==> src/rtl/ksa_pipe_adder.sv <==
// ksa_pipe_adder: pipelined Kogge-Stone adder with a valid/ready handshake.
// Stage 0 registers the per-bit generate/propagate terms. Stages 1..LVL each
// register one prefix level, with spans of 1, 2, 4 and so on. The final stage
// registers sum, cout and ovf. Latency is LVL+2 cycles.
// Optional build macro KSA_PIPE_SUB_EN adds input sub_i. When sub_i=1 the block
// computes a + ~b + 1 and ignores cin_i.
module ksa_pipe_adder #(
  parameter int WIDTH = 16
) (
  input  logic             wb_clk_i,
  input  logic             wb_rst_i,
  input  logic             in_valid_i,
  output logic             in_ready_o,
  input  logic [WIDTH-1:0] a_i,
  input  logic [WIDTH-1:0] b_i,
  input  logic             cin_i,
`ifdef KSA_PIPE_SUB_EN
  input  logic             sub_i,
`endif
  output logic             out_valid_o,
  input  logic             out_ready_i,
  output logic [WIDTH-1:0] sum_o,
  output logic             cout_o,
  output logic             ovf_o,
  output logic [15:0]      res_cnt_o
);

  localparam int LVL = $clog2(WIDTH);

  // One Kogge-Stone prefix level: combine each position with the one span below.
  function automatic logic [2*WIDTH-1:0] ks_level(input logic [WIDTH-1:0] g,
                                                  input logic [WIDTH-1:0] p,
                                                  input int span);
    logic [WIDTH-1:0] go;
    logic [WIDTH-1:0] po;
    for (int i = 0; i < WIDTH; i++) begin
      if (i >= span) begin
        go[i] = g[i] | (p[i] & g[i-span]);
        po[i] = p[i] & p[i-span];
      end else begin
        go[i] = g[i];
        po[i] = p[i];
      end
    end
    return {go, po};
  endfunction

  logic             stall;
  logic             adv;
  logic [WIDTH-1:0] b_eff;
  logic             cin_eff;
  logic             sub_eff;
  logic [WIDTH-1:0] po_tmp;
  logic [WIDTH-1:0] carry;

  // Per-stage pipeline registers; index = stage number (0 = g/p, l = prefix level l)
  logic [LVL:0]     vld_p_q,  vld_p_d;
  logic [WIDTH-1:0] gen_p_q  [0:LVL];
  logic [WIDTH-1:0] gen_p_d  [0:LVL];
  logic [WIDTH-1:0] prp_p_q  [0:LVL-1];
  logic [WIDTH-1:0] prp_p_d  [0:LVL-1];
  logic [WIDTH-1:0] hsum_p_q [0:LVL];
  logic [WIDTH-1:0] hsum_p_d [0:LVL];
  logic [LVL:0]     cin_p_q,  cin_p_d;

  // Final (output) stage
  logic             out_vld_q, out_vld_d;
  logic [WIDTH-1:0] sum_q,     sum_d;
  logic             cout_q,    cout_d;
  logic             ovf_q,     ovf_d;
  logic [15:0]      res_cnt_q, res_cnt_d;

`ifdef KSA_PIPE_SUB_EN
  assign sub_eff = sub_i;
`else
  assign sub_eff = 1'b0;
`endif

  // Next-state for every stage; the whole pipe moves together unless the output stalls
  always_comb begin
    stall   = out_vld_q && !out_ready_i;
    adv     = !stall;
    b_eff   = sub_eff ? ~b_i : b_i;
    cin_eff = sub_eff ? 1'b1 : cin_i;
    po_tmp  = '0;

    // stage 0: bitwise g/p; carry-in is absorbed into bit 0's generate so the
    // prefix tree only needs WIDTH positions and G[i] is directly carry out of bit i
    vld_p_d[0]     = in_valid_i;
    gen_p_d[0]     = a_i & b_eff;
    gen_p_d[0][0]  = (a_i[0] & b_eff[0]) | ((a_i[0] ^ b_eff[0]) & cin_eff);
    prp_p_d[0]     = a_i ^ b_eff;
    hsum_p_d[0]    = a_i ^ b_eff;
    cin_p_d[0]     = cin_eff;

    // stages 1..LVL: prefix levels with span 2^(l-1)
    for (int l = 1; l <= LVL; l++) begin
      {gen_p_d[l], po_tmp} = ks_level(gen_p_q[l-1], prp_p_q[l-1], 1 << (l - 1));
      if (l < LVL) prp_p_d[l] = po_tmp;
      hsum_p_d[l] = hsum_p_q[l-1];
      cin_p_d[l]  = cin_p_q[l-1];
      vld_p_d[l]  = vld_p_q[l-1];
    end

    // final stage: carries are the fully resolved group generates
    carry     = gen_p_q[LVL];
    out_vld_d = vld_p_q[LVL];
    sum_d     = hsum_p_q[LVL] ^ {carry[WIDTH-2:0], cin_p_q[LVL]};
    cout_d    = carry[WIDTH-1];
    ovf_d     = carry[WIDTH-1] ^ carry[WIDTH-2];
    res_cnt_d = res_cnt_q + {15'd0, (out_vld_q && out_ready_i)};
  end

  // Control and output registers: cleared by reset, held on stall
  always_ff @(posedge wb_clk_i) begin
    if (wb_rst_i) begin
      vld_p_q   <= '0;
      out_vld_q <= 1'b0;
      sum_q     <= '0;
      cout_q    <= 1'b0;
      ovf_q     <= 1'b0;
      res_cnt_q <= '0;
    end else begin
      if (adv) begin
        vld_p_q   <= vld_p_d;
        out_vld_q <= out_vld_d;
        sum_q     <= sum_d;
        cout_q    <= cout_d;
        ovf_q     <= ovf_d;
      end
      res_cnt_q <= res_cnt_d;
    end
  end

  // Datapath registers: no reset, only qualified by the valid bits beside them
  always_ff @(posedge wb_clk_i) begin
    if (adv) begin
      gen_p_q  <= gen_p_d;
      prp_p_q  <= prp_p_d;
      hsum_p_q <= hsum_p_d;
      cin_p_q  <= cin_p_d;
    end
  end

  // Ready is held high during reset so upstream never sees a stale stall
  assign in_ready_o  = wb_rst_i || !stall;
  assign out_valid_o = out_vld_q;
  assign sum_o       = sum_q;
  assign cout_o      = cout_q;
  assign ovf_o       = ovf_q;
  assign res_cnt_o   = res_cnt_q;

endmodule

==> config.mk <==
export PLATFORM = sky130hd
export DESIGN_NAME = ksa_pipe_adder
export DESIGN_NICKNAME = d
export VERILOG_FILES = /design/src/rtl/ksa_pipe_adder.sv
export SDC_FILE = /design/constraint.sdc
export NUM_CORES = 1
export LEC_CHECK = 0
export BUFFER_PORTS_ARGS = -buffer_cell sky130_fd_sc_hd__buf_2
export CAP_MARGIN = 20
export CORE_MARGIN = 8
export CORE_UTILIZATION = 53
export DETAILED_ROUTE_END_ITERATION = 6
export GPL_TIMING_DRIVEN = 0
export PLACE_DENSITY_LB_ADDON = 0.12
export SETUP_SLACK_MARGIN = 0.15
export SLEW_MARGIN = 5
export SYNTH_ARGS = -nofsm -noshare
export SYNTH_HDL_FRONTEND = slang
export SYNTH_SLANG_ARGS = --single-unit
==> constraint.sdc <==
create_clock -name wb_clk_i -period 7.91 [get_ports wb_clk_i]
set_input_delay 1.582 -clock wb_clk_i [delete_from_list [all_inputs] [get_ports wb_clk_i]]
set_output_delay 1.582 -clock wb_clk_i [all_outputs]
set_load 0.02 [all_outputs]
# Yosys cells after proc, flatten, opt, wreduce, memory -nomap -nowiden
# Index checks and enable logic that the tools add are counted.
# Widths: inputs -> output; s select.
# classes
add_sub_neg	1
bitwise_logic	147
reduce_logical	5
# ops
cell	count
$and 1x1->1	92
$or 1x1->1	50
$xor 16x16->16	2
$add 16x1->16	1
$and 16x16->16	1
$logic_and 1x1->1	2
$logic_not 1->1	2
$xor 1x1->1	2
$logic_or 1x1->1	1
# word_totals
reg_bits	253
in_bits	37
output_inout_bits	36
word_cells	173

# Logic depth before layout (Yosys ltp)
# Gate-level depths: netlist (run 1).
# logic_depth
ltp_word	4
mapped_depth	7
mapped_depth_nobuf	7

# Least setup slack after synthesis (run 1)
# No wires, ideal clock.
# synth_timing
kind	input to register
startpoint	input out_ready_i
endpoint	register sum_q[0], in the netlist sum_o[0]
setup_time_ns	0.431
arrival_time_ns	7.638
t_required_ns	7.479
setup_slack_ns	-0.159
path_stages	5
path_buffers	2
cell_sequence	nor2b_1 buf_2 inv_2 clkbuf_1 a211oi_1
# synth_via
elab_chain_cells	2
# synth_rtl
item	line_no	text
start, declared	21	input logic out_ready_i,
$logic_not 1->1	81	stall = out_vld_q && !out_ready_i;
$logic_and 1x1->1	81	
end signal, assigned	127	sum_q <= sum_d;
end, declared	68	logic [WIDTH-1:0] sum_q, sum_d;
# Every way passes these cells.
# A chain may end at the register's enable or synchronous reset.

# Worst setup path in the final report (run 1)
# layout_timing
startpoint	input wb_rst_i
endpoint	output in_ready_o
# layout_via
elab_chain_cells	1
# layout_rtl
item	line_no	text
start, declared	11	input logic wb_rst_i,
$logic_or 1x1->1	146	assign in_ready_o = wb_rst_i || !stall;
end, declared	13	output logic in_ready_o,
# Every way passes these cells.

==> results.md, run 1 <==
- Post-synthesis cell area: 0.00847 sq mm
- I/O Buffers: 71
- ANT nets after route: 0
- Commonest non-fill, non-tap cell in the layout: edfxtp_1
- Top cell type's share of synthesized area: 0.706
- Setup CP Type: primary input to output pin
- Setup_tns: 0 ns
- Post-synth top area cell: edfxtp_1
- GRT Residual Overflow: 0
- DIE AREA: between 0.02 and 0.025 sq mm
- Syn_area_per_cell: 17.5 sq um
- Antenna violations before repair: 0
- Row cnt: between 40 and 50
- Height of the die: ~140 um
- Area contributors post-synth: edfxtp_1 71%, dfxtp_1 9.5%, a21o_1 4.4%
- Async S/R FF share, synth: 0
- Fin crit share: 0.514
- Vias per cell: 4.92
- Worst setup SP type: primary input
- Maximum VDD drop: between 0.0001 and 0.00015 V
- Clock Tree Buf Depth: 3
- Util after Layout: 0.629
- Resize count post-CTS: 0
- Post-synth net total: 541
- First-pass detailed-route iteration total: 4
- Drt first-iter violations: 229
- CTS tree: done
- Post-CTS Repair Setup Buffers: 0
- Vias in the first global route: 4181
- Ports: 73
- PD cells: between 200 and 300 mW/mm^2
- WL per Instance: 15.1 um
- Post-synth cell types: 29
- Critical Path Sink Type: output pin
- Synth warn: 0
- DRC: 0
- Transition time at the pin with the least slew margin: 0.843 ns
- Synthesis-to-layout area growth: 17.2%
- RSZ-0062 raised after global routing: false
- GRT met2 Usage: 0.204
- DPL Wire Length: 8250 um
- Count of hold-fix buffers inserted at cts: 0
- Status: completed
- Final setup vio count: 0
- Post-Syn Instances: about 490
- Comb power frac: 0.042
- Busiest grt layer: met2
- Most frequent cells in the layout: 199 x edfxtp_1, 75 x buf_2, 50 x a21o_1, 40 x dfxtp_1, 35 x and2_1
- Maxcap violations: 0
- Placed cells: ~770
- CTS clk-pin slew, worst paths: 0.06 ns
- Num CTS Buffers: 24
- Final setup skew: ~0.0074 ns
- Post-Route WL: 12300 um
- CTS H-Tree Depth: 1
- Synth Register Bits: 239
- Clock power share: 0.393
- Worst Path Max Fanout: 10
- CTS root buf: clkbuf_16
- GP Congestion: 0.754
- Clk Latency, worst-skew pair: 0.49 ns
- Post-layout min period: 4.06 ns
- Layout Cells excl Fill: 817
- Sw power: between 0.5 and 0.6 mW
- Slew Limit Fails: 0
- Largest net degree at the start of global routing: 114
- Post-synth EDFFs: roughly 200
- Core area: 0.0158 sq mm
- Global-route wire length before repair: roughly 20000 um
- Sequential fraction of design power: 0.565
- Layout cell share with drive strength beyond 1: 0.213
- Width of the die: 142 um
- Final #Nets: ~640
- Sw Ratio: 0.194
- Predominant post-synthesis flop cell: edfxtp_1
- Met1 Use GR: 0.152
- CP arrival: 2.48 ns
- Vias: 4019
- Hold Path Class: flop to flop
- Initial Utilization: 0.537
- Antenna cells: 0
- CP required: 6.33 ns
- Design Power: 2.77 mW
- Pint: around 2.2 mW
- CTS sink count: 239
- Fmax achieved: 0.246 GHz
- Tot GR Track Use: 0.122
- Register area share after synthesis: 0.800
- Final Hold Vio Count: 0
- Max-Slew Margin vs Limit: 0.438
- Lkg Pwr: roughly 4.2 nW
- Grt met3 use: 0.0325
==> layer usage <==
| layer | routed length, um | vias to the layer above |
|---|---|---|
| met3 | 868 | 12 |
| met2 | 5980 | 107 |
| li1 | - | 2006 |
| met5 | 0 | - |
| met4 | 156 | 0 |
| met1 | 5320 | 1894 |
==> layout make-up <==
cell class / count / area [sq um]
Buffer: 10 / 52.6
Fill cell: 1159 / 5840
Sequential cell: 239 / 6780
Tap cell: 216 / 270
Clock inverter: 4 / 20.0
Clock buffer: 40 / 774
Multi-Input combinational cell: 233 / 1640
Timing Repair Buffer: 72 / 383
Inverter: 3 / 11.3
==> Yosys cell counts, drive strengths merged (5+ instances only) <==
| cell | n |
|---|---|
| nand3 | 6 |
| dfxtp | 40 |
| xnor2 | 26 |
| clkbuf | 6 |
| and2 | 35 |
| edfxtp | 199 |
| a21o | 50 |
| nor2 | 33 |
| a211oi | 17 |
| nor3 | 5 |
| nand2 | 16 |
| ha | 19 |
| a21oi | 8 |
==> flip-flops by register name, indices dropped and copies added, names as in the netlist <==
register,count
carry,16
cin_p_q,5
cout_o,1
gen_p_d,15
gen_p_q,49
hsum_p_d,45
hsum_p_q,16
out_valid_o,1
ovf_o,1
po_tmp,1
prp_p_d,3
prp_p_q,49
res_cnt_o,16
sum_o,16
vld_p_q,5
==> through the flow <==
step	hold WS (ns)	instance area (sq um)	setup slack (ns)
after floorplan	0.400	8470	2.99
final	0.411	9930	3.85
after global routing	0.419	9930	3.79
after detailed placement	0.405	9130	3.84
after CTS	0.416	9930	3.84
after global placement	0.403	9100	2.03
==> cells by family (layout without fill, tap and decap cells) <==
kind of cell | count (synthesis) | after routing | synth area share
adder cells (fa/ha/maj) | 19 | 19 | 0.0281
AND/OR/NAND/NOR | 108 | 108 | 0.0694
XOR/XNOR | 28 | 28 | 0.0290
flip-flops | 239 | 239 | 0.800
buffers and inverters | 13 | 129 | 0.00635
multiplexers | 1 | 1 | 0.00177
AO/OA/AOI/OAI | 77 | 77 | 0.0653
==> power groups by stage <==
stage	Sequential (mW)	Combinational [mW]	Clock (mW)
6_report	1.56	0.117	1.09
5_1_grt	1.58	0.131	1.17
4_1_cts	1.57	0.120	1.12
3_5_place_dp	1.59	0.119	0
3_3_place_gp	1.59	0.115	0
2_1_floorplan	1.58	0.0635	0
==> worst max-delay path, cell delays in order <==
cell	delay, ns
clkbuf_1	0.20
clkbuf_1	0.38
nand2b_1	0.16
buf_2	0.16
==> final timing paths <==
path                                 start                endpoint  slack, ns  cells past startpoint
hold reg to reg     hsum_p_d[37]$_DFFE_PP_  hsum_p_d[21]$_DFFE_PP_       0.41                      0
setup / recovery                  wb_rst_i              in_ready_o       3.85                      4
setup reg to reg  out_valid_o$_SDFFE_PP0P_   gen_p_q[73]$_DFFE_PP_       5.68                      5
hold / removal      hsum_p_d[37]$_DFFE_PP_  hsum_p_d[21]$_DFFE_PP_       0.41                      0
Note: power is estimated with default switching activity, not from simulation.
==> run 2, diff against run 1 <==
--- a/config.mk
+++ b/config.mk
@@ -8,7 +8,7 @@
 export BUFFER_PORTS_ARGS = -buffer_cell sky130_fd_sc_hd__buf_2
 export CAP_MARGIN = 20
 export CORE_MARGIN = 8
-export CORE_UTILIZATION = 53
+export CORE_UTILIZATION = 58
 export DETAILED_ROUTE_END_ITERATION = 6
 export GPL_TIMING_DRIVEN = 0
 export PLACE_DENSITY_LB_ADDON = 0.12
==> constraint.sdc (replaced) <==
create_clock -name wb_clk_i -period 3.8 [get_ports wb_clk_i]
set_input_delay 0.76 -clock wb_clk_i [delete_from_list [all_inputs] [get_ports wb_clk_i]]
set_output_delay 0.76 -clock wb_clk_i [all_outputs]
set_load 0.02 [all_outputs]
==> run 2 against run 1 <==
Net effect: via count up 0.30%; register-to-register slack worse by 3.9 ns; core utilization up 5.6 points; die area down 7.7%; first-iteration DRC count up 20%; sequential share of layout area up 0.29 points; setup slack worse by 2.5 ns; non-clock buffer count unchanged; clock-buffer cell count down 6; worst hold slack better by 0.0040 ns; design area down 0.42%; largest power group unchanged; critical path type unchanged.
==> results.md, run 2 (synthesized netlist as in run 1, its figures left out) <==
- DRC: 0 (unchanged)
- GRT Residual Overflow: 0 (unchanged)
- Tot GR Track Use: 0.130 (+0.00730)
- Design area: 0.00989 sq mm (-0.42%)
- Layout cell share with drive strength beyond 1: 0.205 (-0.00798)
- DPL Wire Length: 7870 um (-4.6%)
- Setup CP Type: primary input to output pin
- Row cnt: 44 (-4.3%)
- Critical Path Sink Type: output pin
- Vias per cell: 5.14 (+4.5%)
- Resize count post-CTS: 0 (unchanged)
- Num CTS Buffers: 24 (unchanged)
- Final Hold Vio Count: 0 (unchanged)
- Final #Nets: 639 (unchanged)
- Antenna violations before repair: 0 (unchanged)
- Commonest non-fill, non-tap cell in the layout: edfxtp_1
- Vias in the first global route: 4079 (-2.4%)
- CP required: 3.04 ns (-3.29 ns)
- Clock Tree Buf Depth: 3 (unchanged)
- DIE AREA: 0.0187 sq mm (-7.7%)
- Layout Cells excl Fill: 784 (-4.0%)
- First-pass detailed-route iteration total: 4 (unchanged)
- Placed cell areas: 0.00910 sq mm (-0.32%)
- Hold Path Class: flop to flop
- Hold WS: 0.415 ns (+0.00398 ns)
- CTS sink count: 239 (unchanged)
- Setup_tns: 0 ns (unchanged)
- Worst setup SP type: primary input
- Largest net degree at the start of global routing: 209 (+83%)
- Post-CTS Repair Setup Buffers: 0 (unchanged)
- PD cells: 582 mW/mm^2 (+110%)
- Max-Slew Margin vs Limit: 0.359 (-0.0794)
- Worst Path Max Fanout: 10 (unchanged)
- Initial Utilization: 0.587 (+0.0501)
- Count of hold-fix buffers inserted at cts: 0 (unchanged)
- Maxcap violations: 0 (unchanged)
- Post-layout min period: 2.44 ns
- Lkg Pwr: 4.16 nW (-0.33%)
- Drt first-iter violations: 275 (+20%)
- CTS root buf: clkbuf_16
- RSZ-0062 raised after global routing: false
- Post-Route WL: 12100 um (-2.1%)
- CTS clk-pin slew, worst paths: 0.06 ns (about the same)
- Fin crit share: 0.641
- Placed cells: 741 (-4.1%)
- Fmax achieved: 0.411 GHz
- Most frequent cells in the layout: 199 x edfxtp_1, 75 x buf_2, 50 x a21o_1, 40 x dfxtp_1, 35 x and2_1
- CTS H-Tree Depth: 1 (unchanged)
- Maximum VDD drop: 0.000314 V (+120%)
- I/O Buffers: 71 (unchanged)
- Status: completed
- Width of the die: 137 um (-3.9%)
- CP arrival: 1.68 ns (-0.80 ns)
- Synthesis-to-layout area growth: 16.7%
- CTS tree: done
- WL per Instance: 15.4 um (+2.0%)
- Transition time at the pin with the least slew margin: 0.962 ns (+0.119 ns)
- Vias: 4031 (+0.30%)
- Slew Limit Fails: 0 (unchanged)
- Ports: 73 (unchanged)
- Util after Layout: 0.685 (+0.0559)
- Height of the die: 137 um (-3.9%)
- Antenna cells: 0 (unchanged)
- GP Congestion: 0.785 (+4.1%)
- Global-route wire length before repair: 19300 um (-3.2%)
- ANT nets after route: 0 (unchanged)
- Clk Latency, worst-skew pair: 0.50 ns (about the same)
- Final setup vio count: 0 (unchanged)
- Final setup skew: 0.0116 ns (+0.00422 ns)
- Core area: 0.0144 sq mm (-8.5%)
## run 2: path summary, 6_finish.rpt
| kind | start | endpoint | slack [ns] | cells after the start |
|---|---|---|---|---|
| worst max-delay path | wb_rst_i | in_ready_o | 1.36 | 4 |
| worst min-delay path | hsum_p_d[6]$_DFFE_PP_ | hsum_p_q[6]$_DFFE_PP_ | 0.41 | 0 |
| worst max register to register | out_valid_o$_SDFFE_PP0P_ | gen_p_q[51]$_DFFE_PP_ | 1.81 | 5 |
| worst min register to register | hsum_p_d[6]$_DFFE_PP_ | hsum_p_q[6]$_DFFE_PP_ | 0.41 | 0 |
## run 2: power by group
group          leakage, nW  internal [mW]  switching [mW]
logic                 1.26          0.128           0.111
registers             2.52           3.12           0.128
clock network        0.384           1.36           0.894
total                 4.16           4.62            1.13
## run 2: cell type report
type                            count  area [sq um]
Buffer                             10          63.8
Clock buffer                       34           709
Clock inverter                      9          72.6
Fill cell                         989          4540
Inverter                            3          11.3
Multi-Input combinational cell    233          1640
Sequential cell                   239          6780
Tap cell                          184           230
Timing Repair Buffer               72           383
## run 2: metrics by stage
step	total power [mW]	setup slack, ns
4_1_cts	5.82	1.35
3_3_place_gp	3.54	0.271
6_report	5.75	1.36
2_1_floorplan	3.42	0.845
5_1_grt	5.95	1.26
3_5_place_dp	3.55	1.34
## run 2: critical path, cell delays in order
cell,delay [ns]
clkbuf_1,0.22
clkbuf_1,0.38
nand2b_1,0.16
buf_2,0.16
## run 2: per-layer routing
layer / up-vias / wire length [um] / share of wire / GRT usage
met5: - / 0 / 0 / 0
met3: 23 / 751 / 0.062 / 0.0294
met2: 103 / 5840 / 0.48 / 0.218
met4: 0 / 271 / 0.022 / 0.0507
li1: 2006 / - / - / -
met1: 1899 / 5200 / 0.43 / 0.161
==> run 3, diff against run 2 <==
--- a/config.mk
+++ b/config.mk
@@ -8,7 +8,7 @@
 export BUFFER_PORTS_ARGS = -buffer_cell sky130_fd_sc_hd__buf_2
 export CAP_MARGIN = 20
 export CORE_MARGIN = 8
-export CORE_UTILIZATION = 58
+export CORE_UTILIZATION = 53
 export DETAILED_ROUTE_END_ITERATION = 6
 export GPL_TIMING_DRIVEN = 0
 export PLACE_DENSITY_LB_ADDON = 0.12
==> constraint.sdc (replaced) <==
create_clock -name wb_clk_i -period 2.2 [get_ports wb_clk_i]
set_input_delay 0.44 -clock wb_clk_i [delete_from_list [all_inputs] [get_ports wb_clk_i]]
set_output_delay 0.44 -clock wb_clk_i [all_outputs]
set_load 0.02 [all_outputs]
==> run 3 against run 2 <==
Net effect: combinational power grew 77%; final cell count is 4.1% higher; via count is essentially flat; critical path type is now flop to output pin; critical endpoint unchanged; highest routed layer unchanged.
==> results.md, run 3 (synthesized netlist as in run 1, its figures left out) <==
- Status: completed
- Width of the die: 142 um (+4.1%)
- Maximum VDD drop: 0.000594 V (+89%)
- Critical path's top delay family: buffers and inverters
- Sw power: 1.93 mW (+71%)
- Hold Path Class: primary input to flop
- Sw Ratio: 0.200 (+0.00273)
- Setup CP Type: flop to output pin
- PD cells: 981 mW/mm^2 (+69%)
- Layout cell share with drive strength beyond 1: 0.200 (-0.00500)
- CTS sink count: 239 (unchanged)
- Final #Nets: 640 (+0.16%)
- Comb power frac: 0.044 (+0.002)
- Critical Path Sink Type: output pin
- Critical path buffers and inverters: 2 (-1)
- First-pass detailed-route iteration total: 6 (+2)
- GRT Residual Overflow: 0 (unchanged)
- Post-Route WL: 12600 um (+4.2%)
- Util after Layout: 0.626 (-0.0590)
- Pint: 7.75 mW (+68%)
- CTS root buf: clkbuf_16
- Max stage delay on crit path: 0.32 ns (-0.06 ns)
- Antenna cells: 0 (unchanged)
- Vias per cell: 4.94 (-3.9%)
- Resize count post-CTS: 0 (unchanged)
- Post-layout min period: 1.83 ns
- Most frequent cells in the layout: 199 x edfxtp_1, 75 x buf_2, 50 x a21o_1, 40 x dfxtp_1, 35 x and2_1
- Tot GR Track Use: 0.124 (-0.00551)
- Worst Path Max Fanout: 9 (-1)
- Transition time at the pin with the least slew margin: 0.522 ns (-0.440 ns)
- CTS H-Tree Depth: 1 (unchanged)
- Hold path start: cin_i
- Global-route wire length before repair: 20100 um (+3.7%)
- CTS tree: done
- Clock Tree Buf Depth: 3 (unchanged)
- DPL Wire Length: 8030 um (+2.0%)
- Largest net degree at the start of global routing: 209 (unchanged)
- Drt first-iter violations: 159 (-42%)
- Design area: 0.00988 sq mm (about the same)
- Slew Limit Fails: 0 (unchanged)
- Final setup skew: 0.0172 ns (+0.00559 ns)
- Num CTS Buffers: 24 (unchanged)
- Initial Utilization: 0.537 (-0.0501)
- Design Power: 9.69 mW (+69%)
- R2R Path End: res_cnt_o[8]$_SDFF_PP0_
- Vias in the first global route: 4129 (+1.2%)
- RSZ-0062 raised after global routing: false
- Max-Slew Margin vs Limit: 0.652 (+0.293)
- Cell breakdown of the critical path: nor2b_1 > buf_2 > nand2b_1 > buf_2
- Worst setup SP type: flop
- Row cnt: 46 (+4.5%)
- Final-layout fill cell count: 1182 (+20%)
- DIE AREA: 0.0203 sq mm (+8.3%)
- Core area: 0.0158 sq mm (+9.3%)
- Fmax achieved: 0.548 GHz
- Final Hold Vio Count: 0 (unchanged)
- Crit-path slowest cell: dfxtp_1
- Fin crit share: 0.830
- Antenna violations before repair: 0 (unchanged)
- Commonest non-fill, non-tap cell in the layout: edfxtp_1
- Height of the die: 142 um (+4.1%)
- Reg-to-reg setup timing slack: 0.43 ns (-1.38 ns)
- Reg2reg start: out_valid_o$_SDFFE_PP0P_
- Placed cell areas: 0.00914 sq mm (+0.44%)
- CP arrival: 1.39 ns (-0.29 ns)
- CTS clk-pin slew, worst paths: 0.06 ns (about the same)
- I/O Buffers: 71 (unchanged)
- GP Congestion: 0.751 (-4.4%)
- Synthesis-to-layout area growth: 16.6% (about the same)
- ANT nets after route: 0 (unchanged)
- Lkg Pwr: 4.14 nW (-0.42%)
- Hold path cells: 1 (+1)
- Final setup vio count: 0 (unchanged)
- DRC: 0 (unchanged)
- Pre-CTS setup slack: 0.0868 ns (-1.26 ns)
- Clock power share: 0.377 (-0.016)
- CP required: 1.76 ns (-1.28 ns)
- Hold EP: cin_p_q[0]$_DFFE_PP_
- Reg2Reg Depth: 6 (+1)
- Maxcap violations: 0 (unchanged)
- Ports: 73 (unchanged)
- Vias: 4034 (+0.074%)
- Slack of the critical path: 0.374 ns (-0.990 ns)
- Clk Latency, worst-skew pair: 0.51 ns (about the same)
- WL per Instance: 15.4 um (+0.16%)
- Sequential fraction of design power: 0.579 (+0.013)
- CP dominant cell by count: buf_2
-- run 3: repair_timing --
item	in CTS	in global routing
setup buffers	0	0
endpoints found under the setup margin	0	180
hold buffers	0	0
-- run 3: power by group through the flow --
stage          registers, mW  logic (mW)  clock network (mW)
6_report                5.61       0.423                3.65
3_5_place_dp            5.72       0.426                   0
4_1_cts                 5.62       0.431                3.77
2_1_floorplan           5.68       0.229                   0
3_3_place_gp            5.70       0.411                   0
5_1_grt                 5.66       0.470                3.94
-- run 3: worst register-to-register path: cells and delay by family (launching register included) --
kind                     cells  cell delay, ns
AND/OR/NAND/NOR              3            0.80
adder cells (fa/ha/maj)      2            0.41
flip-flops                   1            0.32
AO/OA/AOI/OAI                1            0.17
-- run 3: through the flow --
step	hold WS (ns)	setup TNS, ns	std cells
after global placement	0.402	-39.08	772
final	0.140	0	816
after CTS	0.120	0	815
after floorplan	0.400	0	485
after detailed placement	0.405	0	773
after global routing	0.124	0	816
-- run 3: area by class of cell --
class,count,area (sq um),area share
well taps,216,270,0.0274
flip-flops and latches,239,6780,0.686
plain buffers,10,63.8,0.00646
clock buffers,37,687,0.0695
multi-input cells,233,1640,0.166
repair buffers,73,408,0.0413
inverters,3,11.3,0.00114
clock inverters,5,22.5,0.00228
-- run 3: how the worst max path moves through the flow --
| stage | start | endpoint | slack (ns) | depth (start not counted) |
|---|---|---|---|---|
| 5_1_grt | out_valid_o$_SDFFE_PP0P_ | in_ready_o | 0.28 | 4 |
| 6_report | out_valid_o$_SDFFE_PP0P_ | in_ready_o | 0.37 | 4 |
| 2_1_floorplan | out_valid_o$_SDFFE_PP0P_ | carry[0]$_DFFE_PP_ | 0.15 | 4 |
| 4_1_cts | out_valid_o$_SDFFE_PP0P_ | gen_p_d[48]$_DFFE_PP_ | 0.23 | 5 |
| 3_5_place_dp | out_ready_i | prp_p_q[51]$_DFFE_PP_ | 0.09 | 6 |
| 3_3_place_gp | out_ready_i | gen_p_q[67]$_DFFE_PP_ | -0.20 | 5 |
-- run 3: metal layers --
layer | vias up | wire, um | track usage | part of all wire
met5 | - | 0 | 0 | 0
met4 | 0 | 337 | 0.0515 | 0.027
met3 | 31 | 813 | 0.0356 | 0.065
met2 | 103 | 5850 | 0.200 | 0.47
met1 | 1895 | 5580 | 0.155 | 0.44
li1 | 2005 | - | - | -
